## config.mk

```make
export PLATFORM = sky130hd
export DESIGN_NAME = axi4_lite_read_arbiter
export DESIGN_NICKNAME = d
export VERILOG_FILES = /design/src/rtl/axi4_lite_read_arb_pkg.sv /design/src/rtl/axi4_lite_rr_picker.sv /design/src/rtl/axi4_lite_read_arbiter.sv
export SDC_FILE = /design/constraint.sdc
export NUM_CORES = 1
export LEC_CHECK = 0
export BUFFER_PORTS_ARGS = -buffer_cell sky130_fd_sc_hd__buf_4
export CAP_MARGIN = 10
export CELL_PAD_IN_SITES_DETAIL_PLACEMENT = 0
export CELL_PAD_IN_SITES_GLOBAL_PLACEMENT = 1
export CORE_MARGIN = 2
export CORE_UTILIZATION = 31
export DETAILED_ROUTE_END_ITERATION = 10
export PLACE_DENSITY = 0.77
export SYNTH_ARGS = -nofsm -noshare
export SYNTH_HDL_FRONTEND = slang
export SYNTH_HIERARCHICAL = 1
export SYNTH_SLANG_ARGS = --single-unit
```

## constraint.sdc

```tcl
create_clock -name aclk -period 2.53 [get_ports aclk]
set_clock_uncertainty 0.2 [all_clocks]
set_input_delay 0.506 -clock aclk [delete_from_list [all_inputs] [get_ports aclk]]
set_output_delay 0.506 -clock aclk [all_outputs]
set_load 0.02 [all_outputs]
```

## src/rtl/axi4_lite_read_arb_pkg.sv

```systemverilog
// axi4_lite_read_arb_pkg: shared types, response codes and width helper for the read arbiter
package axi4_lite_read_arb_pkg;
  typedef enum logic [1:0] {IDLE, ADDR, DATA, RESP} arb_state_enum;
  localparam logic [1:0] RESP_OKAY = 2'b00;
  localparam logic [1:0] RESP_EXOKAY = 2'b01;
  localparam logic [1:0] RESP_SLVERR = 2'b10;
  localparam logic [1:0] RESP_DECERR = 2'b11;
  function automatic int grant_width(input int n);
    return n > 1 ? $clog2(n) : 1;
  endfunction
endpackage

```

## src/rtl/axi4_lite_rr_picker.sv

```systemverilog
// axi4_lite_rr_picker: combinational round-robin winner search starting after last
module axi4_lite_rr_picker
  import axi4_lite_read_arb_pkg::*;
#(
  parameter int NUM_REQ = 4,
  localparam int IW = grant_width(NUM_REQ)
) (
  input  logic [NUM_REQ-1:0] req,
  input  logic [IW-1:0]      last,
  output logic [NUM_REQ-1:0] grant,
  output logic [IW-1:0]      index,
  output logic               any_valid
);
  logic [IW-1:0] cand;
  always_comb begin
    grant = '0;
    index = '0;
    any_valid = 1'b0;
    cand = '0;
    for (int k = NUM_REQ - 1; k >= 0; k--) begin
      cand = IW'((int'(last) + 1 + k) % NUM_REQ);
      if (req[cand]) begin
        index = cand;
        any_valid = 1'b1;
      end
    end
    grant[index] = any_valid;
  end
endmodule

```

## src/rtl/axi4_lite_read_arbiter.sv

```systemverilog
// axi4_lite_read_arbiter: round-robin sharing of one AXI4-Lite read port with rvalid timeout
module axi4_lite_read_arbiter
  import axi4_lite_read_arb_pkg::*;
#(
  parameter int NUM_REQ = 4,
  parameter int ADDRESS_WIDTH = 32,
  parameter int DATA_WIDTH = 32,
  parameter int RVALID_TIMEOUT = 16
) (
  input  logic                       aclk,
  input  logic                       areset,
  input  logic [NUM_REQ-1:0]         req_valid,
  input  logic [NUM_REQ*ADDRESS_WIDTH-1:0] req_addr,
  input  logic [NUM_REQ*3-1:0]       req_prot,
  output logic [NUM_REQ-1:0]         req_ready,
  output logic [NUM_REQ-1:0]         rsp_valid,
  output logic [DATA_WIDTH-1:0]      rsp_data,
  output logic [1:0]                 rsp_resp,
  output logic                       rsp_timeout,
  output logic                       stray_err,
  output logic [ADDRESS_WIDTH-1:0]   araddr,
  output logic [2:0]                 arprot,
  output logic                       arvalid,
  input  logic                       arready,
  input  logic [DATA_WIDTH-1:0]      rdata,
  input  logic [1:0]                 rresp,
  input  logic                       rvalid,
  output logic                       rready
);
  localparam int GW = grant_width(NUM_REQ);
  localparam int CW = RVALID_TIMEOUT > 0 ? $clog2(RVALID_TIMEOUT + 1) : 1;
  localparam logic [CW-1:0] CNT_LAST = CW'(RVALID_TIMEOUT > 0 ? RVALID_TIMEOUT - 1 : 0);
  arb_state_enum state, state_nx;
  logic [GW-1:0] last, grant, pick_idx;
  logic [NUM_REQ-1:0] pick_grant;
  logic pick_any, timed_out;
  logic [CW-1:0] cnt;
  axi4_lite_rr_picker #(.NUM_REQ(NUM_REQ)) u_picker (
    .req(req_valid),
    .last(last),
    .grant(pick_grant),
    .index(pick_idx),
    .any_valid(pick_any)
  );
  assign timed_out = RVALID_TIMEOUT > 0 && state == DATA && !rvalid && cnt == CNT_LAST;
  always_ff @(posedge aclk) begin
    if (areset) begin
      state <= IDLE;
      last <= GW'(NUM_REQ - 1);
      grant <= '0;
      araddr <= '0;
      arprot <= '0;
      cnt <= '0;
      rsp_data <= '0;
      rsp_resp <= RESP_OKAY;
      rsp_timeout <= 1'b0;
      stray_err <= 1'b0;
    end else begin
      state <= state_nx;
      if (state == IDLE && pick_any) begin
        grant <= pick_idx;
        last <= pick_idx;
        araddr <= req_addr[pick_idx*ADDRESS_WIDTH +: ADDRESS_WIDTH];
        arprot <= req_prot[pick_idx*3 +: 3];
      end
      if (state == ADDR) cnt <= '0;
      else if (RVALID_TIMEOUT > 0 && state == DATA && !rvalid) cnt <= cnt + 1'b1;
      if (state == DATA && (rvalid || timed_out)) begin
        rsp_data <= rvalid ? rdata : '0;
        rsp_resp <= rvalid ? rresp : RESP_SLVERR;
        rsp_timeout <= !rvalid;
      end
      if (rvalid && (state == IDLE || state == RESP)) stray_err <= 1'b1;
    end
  end
  always_comb begin
    state_nx = state;
    case (state)
      IDLE: state_nx = pick_any ? ADDR : IDLE;
      ADDR: state_nx = arready ? DATA : ADDR;
      DATA: state_nx = (rvalid || timed_out) ? RESP : DATA;
      default: state_nx = IDLE;
    endcase
  end
  always_comb begin
    req_ready = state == IDLE ? pick_grant : '0;
    arvalid = state == ADDR;
    rready = state != ADDR;
    rsp_valid = state == RESP ? NUM_REQ'(1) << grant : '0;
  end
endmodule

```

### Yosys cells after proc, flatten, opt, wreduce, memory -nomap -nowiden

Index checks and enable logic that the tools add are counted.
W data, S select, Z words.

* register bits after elaboration: 82
* output and inout port bits: 81
* logic and storage cells: 68
* bits of input ports: 182

* mux-type cells: 26
* reductions and logical operators: 11
* bitwise operators: 1
* add/sub/neg operators: 5
* shifts and indexed selects: 3
* $mul: 1
* equal/unequal tests: 5
* order comparisons: 6

Operators with widths (number)
* $shiftx A128 B8 Y32: 1
* $mux W32: 1
* $lt A2 B3 Y1 const B: 5
* $mux W2: 6
* $shiftx A12 B5 Y3: 1
* $mux W1: 11
* $bmux W1 S2: 4
* $mux W4: 2
* $add A2 B2 Y2 const B: 3
* $logic_and A1 B1 Y1: 6
* $pmux W2 S3: 1
* $add A5 B1 Y5 const B: 1
* $eq A5 B4 Y1 const B: 1
* $and A4 B4 Y4: 1
* $eq A2 B2 Y1 const B: 2
* $mul A2 B2 Y4 const B: 1
* $shl A1 B2 Y4 const A: 1
* $add A2 B1 Y2 const B: 1
* $demux W1 S2: 1
* $eq A2 B1 Y1 const B: 1
* $ge A2 B1 Y1 const B: 1
* $logic_not A2 Y1: 1
* $logic_or A1 B1 Y1: 2
* $ne A2 B1 Y1 const B: 1
* 2 further kinds: 2

### Logic depth before layout (Yosys ltp)

* depth after elaboration: 14
* gate-level depth with buffers: 9

### Cells and area by module

Netlist, hierarchy kept.

Modules (own cells, without submodules)
* axi4_lite_read_arbiter: seq. area each 1641.6 µm², times used 1, area an instance 3991.3 µm², cells each 385
* axi4_lite_rr_picker: seq. area each 0.0 µm², times used 1, area an instance 214.0 µm², cells each 33

### Worst setup path after synthesis

OpenSTA, ideal clock, no wires.

* kind: input-to-reg
* start: in req_valid[1]
* end: reg araddr[10]
* buffers on the path: 2
* cell stages on the path: 8
* library setup time: 0.060 ns
* data required time: 2.270 ns
* slack: 0.268 ns
* arrival time: 2.003 ns
* cells stage by stage: buf_4 o21ai_2 a21oi_1 a311oi_1 nand4b_2 buf_2 nor2_1 a221o_1

* cells in the longest elaborated chain, start to end: 7
* elaborated cells on any way between the ends: 18

RTL lines
* start, declared: line axi4_lite_read_arbiter.sv:12 `input logic [NUM_REQ-1:0] req_valid,`
* $bmux W1 S2: line axi4_lite_rr_picker.sv:22 `if (req[cand]) begin`
* $mux W1 (implied by the code): line axi4_lite_rr_picker.sv:22
* $mux W2 (3 in series): line axi4_lite_rr_picker.sv:22
* $mux W2 *: line axi4_lite_rr_picker.sv:22
* net pick_idx[1]: line axi4_lite_read_arbiter.sv:34 `logic [GW-1:0] last, grant, pick_idx;`
* $shiftx A128 B8 Y32 *: line axi4_lite_read_arbiter.sv:63 `araddr <= req_addr[pick_idx*ADDRESS_WIDTH +: ADDRESS_WIDTH];`
* end signal, assigned: line axi4_lite_read_arbiter.sv:63
* end, declared: line axi4_lite_read_arbiter.sv:21 `output logic [ADDRESS_WIDTH-1:0] araddr,`

The timed path passes the listed nets; every way through them passes the cells marked *. The select of a mux whose other input is x is not followed.
A chain may end at the register's enable or synchronous reset.

### Worst setup path after layout

* start: reg state[0]
* end: reg rsp_data[29]

* cells in the longest elaborated chain, start to end: 5

RTL lines
* start, declared: line axi4_lite_read_arbiter.sv:33 `arb_state_enum state, state_nx;`
* start signal, assigned: line axi4_lite_read_arbiter.sv:59 `state <= state_nx;`
* $eq A2 B2 Y1 *: line axi4_lite_read_arbiter.sv:45, axi4_lite_read_arbiter.sv:68
* $logic_and A1 B1 Y1 (2 in series): line axi4_lite_read_arbiter.sv:45 `assign timed_out = RVALID_TIMEOUT > 0 && state == DATA && !rvalid && cnt == CNT_LAST;`
* $logic_or A1 B1 Y1: line axi4_lite_read_arbiter.sv:68 `if (state == DATA && (rvalid || timed_out)) begin`
* $logic_and A1 B1 Y1 *: line axi4_lite_read_arbiter.sv:68
* end signal, assigned: line axi4_lite_read_arbiter.sv:69 `rsp_data <= rvalid ? rdata : '0;`
* end, declared: line axi4_lite_read_arbiter.sv:17 `output logic [DATA_WIDTH-1:0] rsp_data,`

Mark *: on every way between the ends. The rest lies on a longest branch, timed or not.

==> flow_summary.ini <==
[final_layout]
n_antenna_cell = 0
number_of_nets_in_the_finished_design = 862
filler_cell_count = 1279
syn_to_final_growth_pct = 58.64
layout_cells_sized_above_1_pct = 50.22
utilization_pct = 50.38
final_cells = 855

[sta]
final.hold.worst_slack_ns = 0.2126
min_period_ns = 2.268
fin_ws_ns = 0.2621
report.final.slew_viol_count = 0
worst_slew_margin_rel_pct = 19.58
period_share_pct = 89.64
setup_viol = 0
max_slew.worst_pin.slew_ns = 1.206
maxClockFrequency_mhz = 440.9
hold_violations = 0
grt_setup_unrepaired = no

[synth]
post-synth-top-count-cell = sky130_fd_sc_hd__dfxtp_1
synthDominantCellAreaShare_pct = 39.04
synth_area_um2 = 4205
yosys_most_used_dff = sky130_fd_sc_hd__dfxtp_1
postSynth.asyncResetShare_pct = 0
netlist_top_cells_count = 82 x sky130_fd_sc_hd__dfxtp_1, 80 x sky130_fd_sc_hd__nor2_1, 35 x sky130_fd_sc_hd__a221o_1, 35 x sky130_fd_sc_hd__mux2i_1, 34 x sky130_fd_sc_hd__mux2_4
sequential_fraction_of_the_synthesis_area_pct = 39.04
ys_seq_elements = 82
syn-instance-count = 418
yosysWarningCount = 6
synth-edff-count = 0
top_cells_by_area_synth = sky130_fd_sc_hd__dfxtp_1 39%, sky130_fd_sc_hd__mux2_4 12%, sky130_fd_sc_hd__a221o_1 8.3%, sky130_fd_sc_hd__mux2i_1 8.3%, sky130_fd_sc_hd__nor2_1 7.1%
netlist.top_cell.by_area = sky130_fd_sc_hd__dfxtp_1
mappedNetlistNets = 606
distinct_cell_type_count_after_synthesis = 46
post_synth.cell_area_avg_um2 = 10.06

[clock_tree]
ctsHoldBuffers = 0
cts.root.buffer_cell = sky130_fd_sc_hd__clkbuf_16
ctsLongestPathBuffers = 2
clock_insertion_delay_worst_skew_ns = 0.33
clk_transition_reported_paths_ns = 0.06
postCtsSetupRepairBufs = 0
tritoncts_clock_tree = done
cts_sinks = 82
postCtsResizedCells = 0
htreeDepth = 3
tritoncts.num_buffers = 9

[setup_path]
endpoint_kind = register
setup.worst_path.class = reg -> reg
crit_fanout = 35
worst_ep_arrival_time_ns = 2.33
cp_data_required_time_ns = 2.59
nature_of_the_critical_path_startpoint = register
reg2reg_setup_slack_ns = 0.26

[min_path]
min-delay-path-class = in -> reg

[route]
routed-via-count = 4204
route.antenna.remaining_nets = 0
drt_iter0_drc = 205
route.final.wire_length_um = 13710
drt_drc_violations_left = 0
post_drt_wl_per_cell_um = 16.03
vias_per_cell = 4.917
drtPass1Iterations = 4

[job]
timing.max_cap.violations = 0

[global_routing]
grt_max_degree = 40
first_global_vias = 4253
grt_usage_pct = 18.08
number_of_antenna_violations_at_the_first_check_in_global_routing = 0
grt.overflow.total = 0
grt_pass1_wl_um = 20820

[die]
floorplan.core_area_um2 = 13240
die-width_um = 120.5
fp.dieH_um = 120.5
start_util_pct = 31.76
design.die.area_um2 = 14510
design.portCount = 263
std_cell_rows = 42

[place]
finalWeightedCongestion = 0.7783
placed_cells = 839
buffer_ports.inserted = 262
pre_cts_slack_ns = -0.003274
dp_hpwl_um = 10590

[power_and_ir_drop]
max-vdd-ir-drop_v = 0.0003499
cellLeakagePower_nw = 3.209
power.density_nw_per_um2 = 658.3
total_power_mw = 4.392

[outcome]
status = completed
## stage by stage
stage / area, um2 / TNS, ns
after global placement: 6367 / 0
after global routing: 6671 / 0
after detailed placement: 6367 / -0.007191
after CTS: 6671 / 0
after floorplan: 4205 / 0
final: 6671 / 0
## critical path: stages, from the launching register on
cell,delay (ns)
sky130_fd_sc_hd__dfxtp_1,0.34
sky130_fd_sc_hd__inv_1,0.09
sky130_fd_sc_hd__ha_1,0.27
sky130_fd_sc_hd__and2_1,0.97
sky130_fd_sc_hd__a22oi_1,0.18
sky130_fd_sc_hd__nor2_1,0.15
## power breakdown
part           switching (mW)  internal (mW)  total, mW
sequential             0.0994           1.44       1.54
clock                   0.525          0.793       1.32
combinational           0.715          0.814       1.53
total                    1.34           3.05       4.39
## cells in the final DEF (no fill, tap or decap), types with 2 or more instances in the layout
| master | count |
|---|---|
| sky130_fd_sc_hd__a21oi_1 | 11 |
| sky130_fd_sc_hd__a221o_1 | 35 |
| sky130_fd_sc_hd__a22oi_1 | 33 |
| sky130_fd_sc_hd__a2bb2oi_1 | 2 |
| sky130_fd_sc_hd__a311oi_1 | 2 |
| sky130_fd_sc_hd__and2_1 | 6 |
| sky130_fd_sc_hd__and3_1 | 2 |
| sky130_fd_sc_hd__buf_12 | 5 |
| sky130_fd_sc_hd__buf_4 | 274 |
| sky130_fd_sc_hd__clkbuf_16 | 9 |
| sky130_fd_sc_hd__clkinv_2 | 2 |
| sky130_fd_sc_hd__dfxtp_1 | 82 |
| sky130_fd_sc_hd__ha_1 | 6 |
| sky130_fd_sc_hd__inv_1 | 8 |
| sky130_fd_sc_hd__mux2_4 | 34 |
| sky130_fd_sc_hd__mux2i_1 | 35 |
| sky130_fd_sc_hd__nand2_1 | 10 |
| sky130_fd_sc_hd__nand2b_1 | 3 |
| sky130_fd_sc_hd__nand3_1 | 3 |
| sky130_fd_sc_hd__nand3b_1 | 2 |
| sky130_fd_sc_hd__nor2_1 | 80 |
| sky130_fd_sc_hd__nor2b_1 | 3 |
| sky130_fd_sc_hd__o21ai_0 | 2 |
| sky130_fd_sc_hd__o21ai_2 | 2 |
| sky130_fd_sc_hd__o221a_2 | 2 |
## layout make-up
| class | instances | area, um2 | area share [%] |
|---|---|---|---|
| clock buffer | 10 | 239.0 | 3.582 |
| timing repair buffer | 279 | 2157 | 32.33 |
| tap | 176 | 220.2 | 3.301 |
| clock inverter | 6 | 65.06 | 0.9752 |
| sequential | 82 | 1642 | 24.61 |
| multi-input combinational | 293 | 2315 | 34.70 |
| inverter | 9 | 33.78 | 0.5064 |
## path summary, 6_finish.rpt
check / start / end / cells past startpoint
max: state[0]$_SDFF_PP0_ / rsp_data[29]$_SDFFE_PP0P_ / 5
min: rdata[13] / rsp_data[13]$_SDFFE_PP0P_ / 3
max reg2reg: state[0]$_SDFF_PP0_ / rsp_data[29]$_SDFFE_PP0P_ / 5
min reg2reg: rsp_resp[1]$_SDFFE_PP0P_ / rsp_resp[1]$_SDFFE_PP0P_ / 2
## state kept, by name (all words and copies together) (netlist names)
signal	count
rsp_resp	2
cnt	5
arprot	3
araddr	32
last	2
stray_err	1
rsp_data	32
state	2
grant	2
rsp_timeout	1
## per-layer routing
metal  vias up  track usage, %  wire (um)
met5         -               0          0
met3        23           5.047       1145
met1      1958           20.36       5427
met2       182           32.31       6835
met4         0           6.759        298
li1       2041               -          -
## logic make-up (layout without fill, tap and decap cells)
| family | Yosys count | in the layout | synth area share [%] |
|---|---|---|---|
| DFF | 82 | 82 | 39.04 |
| buffers and inverters | 43 | 304 | 6.337 |
| xor gates and xnor gates | 2 | 2 | 0.4166 |
| muxes | 70 | 70 | 20.74 |
| adders and majority gates | 6 | 6 | 1.785 |
| and+or+nand+nor | 116 | 116 | 12.32 |
| AOI/OAI and AO/OA | 99 | 99 | 19.37 |
(Power assumes the default switching activity.)
